## src/rtl/dram_sp_arb.sv

```systemverilog
// Two-requester round-robin arbiter/sequencer for a single-port LUT RAM (sync write, comb read).
// Define DRAM_ARB_CLR_EN to zero-fill the RAM after reset before any grant is issued.
module dram_sp_arb #(
  parameter int DW = 1,
  parameter int AW = 4
) (
  input  logic          clk,
  input  logic          rst_n,
  input  logic          m0_req,
  input  logic          m0_we,
  input  logic [AW-1:0] m0_ad,
  input  logic [DW-1:0] m0_di,
  output logic          m0_gnt,
  output logic          m0_rvld,
  output logic [DW-1:0] m0_do,
  input  logic          m1_req,
  input  logic          m1_we,
  input  logic [AW-1:0] m1_ad,
  input  logic [DW-1:0] m1_di,
  output logic          m1_gnt,
  output logic          m1_rvld,
  output logic [DW-1:0] m1_do,
  output logic [AW-1:0] ram_ad,
  output logic [DW-1:0] ram_di,
  output logic          ram_wre,
  input  logic [DW-1:0] ram_dout,
  output logic          busy
);

`ifdef DRAM_ARB_CLR_EN
  typedef enum logic {CLR, RUN} state_t;
  state_t        state;
  logic [AW-1:0] cnt;
`endif

  logic          rr;
  logic          cmd_v;
  logic          cmd_we;
  logic          cmd_who;
  logic [AW-1:0] cmd_ad;
  logic [DW-1:0] cmd_di;

  logic el0, el1, pick1, running;

  // A requester whose gnt is already high is masked so a held req is not issued twice.
  assign el0   = m0_req & ~m0_gnt;
  assign el1   = m1_req & ~m1_gnt;
  assign pick1 = el1 & (~el0 | ~rr);

`ifdef DRAM_ARB_CLR_EN
  assign running = (state == RUN);
`else
  assign running = 1'b1;
`endif

  always_ff @(posedge clk) begin
    if (!rst_n) begin
`ifdef DRAM_ARB_CLR_EN
      state   <= CLR;
      cnt     <= '0;
`endif
      rr      <= 1'b1;
      cmd_v   <= 1'b0;
      cmd_we  <= 1'b0;
      cmd_who <= 1'b0;
      cmd_ad  <= '0;
      cmd_di  <= '0;
      m0_gnt  <= 1'b0;
      m1_gnt  <= 1'b0;
      m0_rvld <= 1'b0;
      m1_rvld <= 1'b0;
      m0_do   <= '0;
      m1_do   <= '0;
    end else begin
      // Stage p1: retire the command issued on the previous edge.
      m0_rvld <= 1'b0;
      m1_rvld <= 1'b0;
      if (cmd_v && !cmd_we) begin
        if (cmd_who) begin
          m1_do   <= ram_dout;
          m1_rvld <= 1'b1;
        end else begin
          m0_do   <= ram_dout;
          m0_rvld <= 1'b1;
        end
      end

`ifdef DRAM_ARB_CLR_EN
      if (state == CLR) begin
        cnt <= cnt + 1'b1;
        if (cnt == {AW{1'b1}})
          state <= RUN;
      end
`endif

      // Stage p0: arbitrate and latch the winning command.
      if (running && (el0 || el1)) begin
        cmd_v   <= 1'b1;
        cmd_who <= pick1;
        cmd_we  <= pick1 ? m1_we : m0_we;
        cmd_ad  <= pick1 ? m1_ad : m0_ad;
        cmd_di  <= pick1 ? m1_di : m0_di;
        m0_gnt  <= ~pick1;
        m1_gnt  <= pick1;
        rr      <= pick1;
      end else begin
        cmd_v   <= 1'b0;
        m0_gnt  <= 1'b0;
        m1_gnt  <= 1'b0;
      end
    end
  end

  // RAM drive comes straight from registered state; rst_n gates the write strobe.
  always_comb begin
    busy    = 1'b0;
    ram_ad  = cmd_ad;
    ram_di  = cmd_di;
    ram_wre = rst_n & cmd_v & cmd_we;
`ifdef DRAM_ARB_CLR_EN
    if (state == CLR) begin
      busy    = rst_n;
      ram_ad  = cnt;
      ram_di  = '0;
      ram_wre = rst_n;
    end
`endif
  end

endmodule

```

## config.mk

```make
export PLATFORM = sky130hd
export DESIGN_NAME = dram_sp_arb
export DESIGN_NICKNAME = d
export VERILOG_FILES = /design/src/rtl/dram_sp_arb.sv
export SDC_FILE = /design/constraint.sdc
export NUM_CORES = 1
export LEC_CHECK = 0
export BUFFER_PORTS_ARGS = -buffer_cell sky130_fd_sc_hd__buf_2
export CAP_MARGIN = 20
export CORE_MARGIN = 2
export CORE_UTILIZATION = 45
export CTS_CLUSTER_SIZE = 25
export DETAILED_ROUTE_END_ITERATION = 12
export PLACE_DENSITY = 0.76
export SYNTH_ARGS = -nofsm -noshare
export SYNTH_HDL_FRONTEND = slang
export SYNTH_SLANG_ARGS = --single-unit
```

## constraint.sdc

```tcl
create_clock -name clk -period 1.3 [get_ports clk]
set_input_delay 0.26 -clock clk [delete_from_list [all_inputs] [get_ports clk]]
set_output_delay 0.26 -clock clk [all_outputs]
set_load 0.01 [all_outputs]
```

==> results.toml <==
[timing]
finalCritPeriodShare = 0.943
setup_tns_ns = 0
final_max_slew_viol_count = 0
fin_crit_ns = 1.23
hold_violations = 0
fin_skew_ns = 0.00939
max_freq_mhz = 815
setup_viol_count_final = 0
rsz0062_at_grt = "false"

[die]
initial_core_util = 0.474
die_w_um = 43.4
fp-row-count = 14
die_y_um = 43.4
dieArea_um2 = 1880
core_area_um2 = 1470
ios = 30

[clock_tree]
clock_sinks = 15
ctsResizeCount = 0
clockBufferDepth = 2
clk_pin_slew_ns = 0.08
clk_latency_ns = 0.28
clock-root-buffer = "clkbuf_4"
htreeDepth = 1
holdBufCountCts = 0
postCtsSetupBuffers = 0
cts_tree = "yes"
cts-buffers-inserted = 3

[critical_path]
cp_max_fo = 6
critPathRequiredTime_ns = 1.04
worstSetupPathType = "reg2out"
worstPathCellList = "and3_1 > buf_2"
worstPathArrival_ns = 0.97
startpoint_type = "register"
slowest_stage = "dfxtp_1"
slowest_delay_ns = 0.41
endpoint_kind = "primary output"

[global_route]
grt_util_all_layers = 0.172
antenna_found_initial = 0
grt_start_max_net_pins = 17
grt_pass1_vias = 589
grt-ovfl-total = 0
grt_pass1_wl_um = 2430

[routing]
viasPerCell = 5.67
first_pass_iters = 6
drtAntennaViolNets = 0
vias = 635
wl_per_cell_um = 12.6
drtIter0Drc = 4
routed_wl_um = 1410
drc_errors = 0

[yosys]
ys_ff_latch = 15
synthAdderAreaFrac = 0
synth_top_family_by_area = "simple AND/OR/NAND/NOR gates"
synth-compound-area-share = 0.226
synth_nets = 87
synthCells = 70
avgSynthCellArea_um2 = 9.96
syn_area_um2 = 697
synth_xor_area_frac = 0
synth_seq_area_share = 0.431
yosysWarningCount = 0
synth.area.mux_share = 0.0287
synthSimpleGateAreaFrac = 0.250
ys_types = 25

[cells_and_area]
insertedDiodeCount = 0
final_cell_mix = "buf_2 (28), dfxtp_1 (15)"
regArea_um2 = 300
drive_above_1_share = 0.406
final_common_cell = "buf_2"
multi_input_area_um2 = 358
fin_area_um2 = 845
layout.nets = 114
area_growth_pct = 21.2
fin_cells = 112
fillers = 138

[placement]
place_inst = 108
portBuffers = 28
gp_congestion = 0.717
place_area_um2 = 816
place_hpwl_um = 1010

[pwr]
finalPower_mw = 0.998
p_leak_nw = 0.397
ir_drop_mv = 0.652
powerDensity_nw_per_um2 = 1180

[outcome]
outcome = "finished clean"

[flow_run]
drv_cap = 0

[worst_hold_path]
min_path_type = "in2reg"
-- cells by family (layout without fill, tap and decap cells) --
group | Yosys count | after routing
compound gates | 19 | 19
buf+inv | 6 | 32
flops | 15 | 15
mux | 2 | 2
other cells | 1 | 1
simple gates | 27 | 27
-- worst max-delay path: cells and delay by family (launching register included) --
family | cells | cell delay (ns)
buffers and inverters | 1 | 0.12
flip-flops | 1 | 0.41
AND/OR/NAND/NOR | 1 | 0.17
-- stage by stage --
step	util	setup WS, ns	hold WS [ns]
floorplan	-	0.192	0.405
finish	0.574	0.0735	0.259
global route	0.574	0.00570	0.279
CTS	0.572	0.0562	0.259
detailed placement	0.554	0.139	0.485
global placement	0.554	0.138	0.470
-- routing by layer --
layer / track usage / wire, um
met1: 0.216 / 641
met2: 0.275 / 650
met3: 0.0250 / 83
met4: 0.109 / 34
met5: 0 / 0
-- cell type report --
type / count / share of cell area
repair buffers: 28 / 0.166
multi-input cells: 49 / 0.424
clock buffers: 4 / 0.0311
flip-flops and latches: 15 / 0.356
well taps: 16 / 0.0237
-- cell usage after synthesis --
master,count,share of area
dfxtp_1,15,0.43
nand2_1,3,0.016
a211oi_2,6,0.11
and2_1,1,0.0090
nand3b_1,2,0.022
a21oi_1,6,0.043
conb_1,1,0.0054
buf_6,1,0.016
nor2b_1,2,0.018
a21boi_1,1,0.011
and3b_1,1,0.013
and3_1,3,0.027
buf_4,2,0.022
nand2b_1,2,0.018
nand3_1,1,0.0072
nor3_1,6,0.043
o31ai_1,6,0.065
mux2i_1,2,0.029
nor3b_1,1,0.011
nand2_4,1,0.016
buf_2,2,0.014
and4b_1,1,0.014
and2b_1,2,0.022
clkbuf_2,1,0.0072
nor4bb_1,1,0.014
-- worst paths after layout --
kind                       startpoint                  to  slack, ns  cells after the start
setup / recovery  cmd_we$_SDFFE_PN0P_             ram_wre       0.07                      2
setup reg to reg    m1_gnt$_SDFF_PN0_   m0_gnt$_SDFF_PN0_       0.10                      3
hold reg to reg       rr$_SDFFE_PN1P_     rr$_SDFFE_PN1P_       0.50                      2
hold / removal               ram_dout  m0_do$_SDFFE_PN0P_       0.26                      3
-- registers in the layout, summed over array words and instances, names as in the netlist --
signal,cells
m1_rvld,1
cmd_v,1
m1_gnt,1
rr,1
m0_rvld,1
ram_ad,4
m1_do,1
cmd_we,1
ram_di,1
cmd_who,1
m0_gnt,1
m0_do,1
-- where the power goes --
| part | total (mW) | internal, mW | switching (mW) |
|---|---|---|---|
| Combinational | 0.208 | 0.0928 | 0.115 |
| Sequential | 0.523 | 0.498 | 0.0253 |
| Clock | 0.267 | 0.119 | 0.148 |
| Total | 0.998 | 0.710 | 0.288 |
No activity file was read; power rests on OpenSTA's default activity.
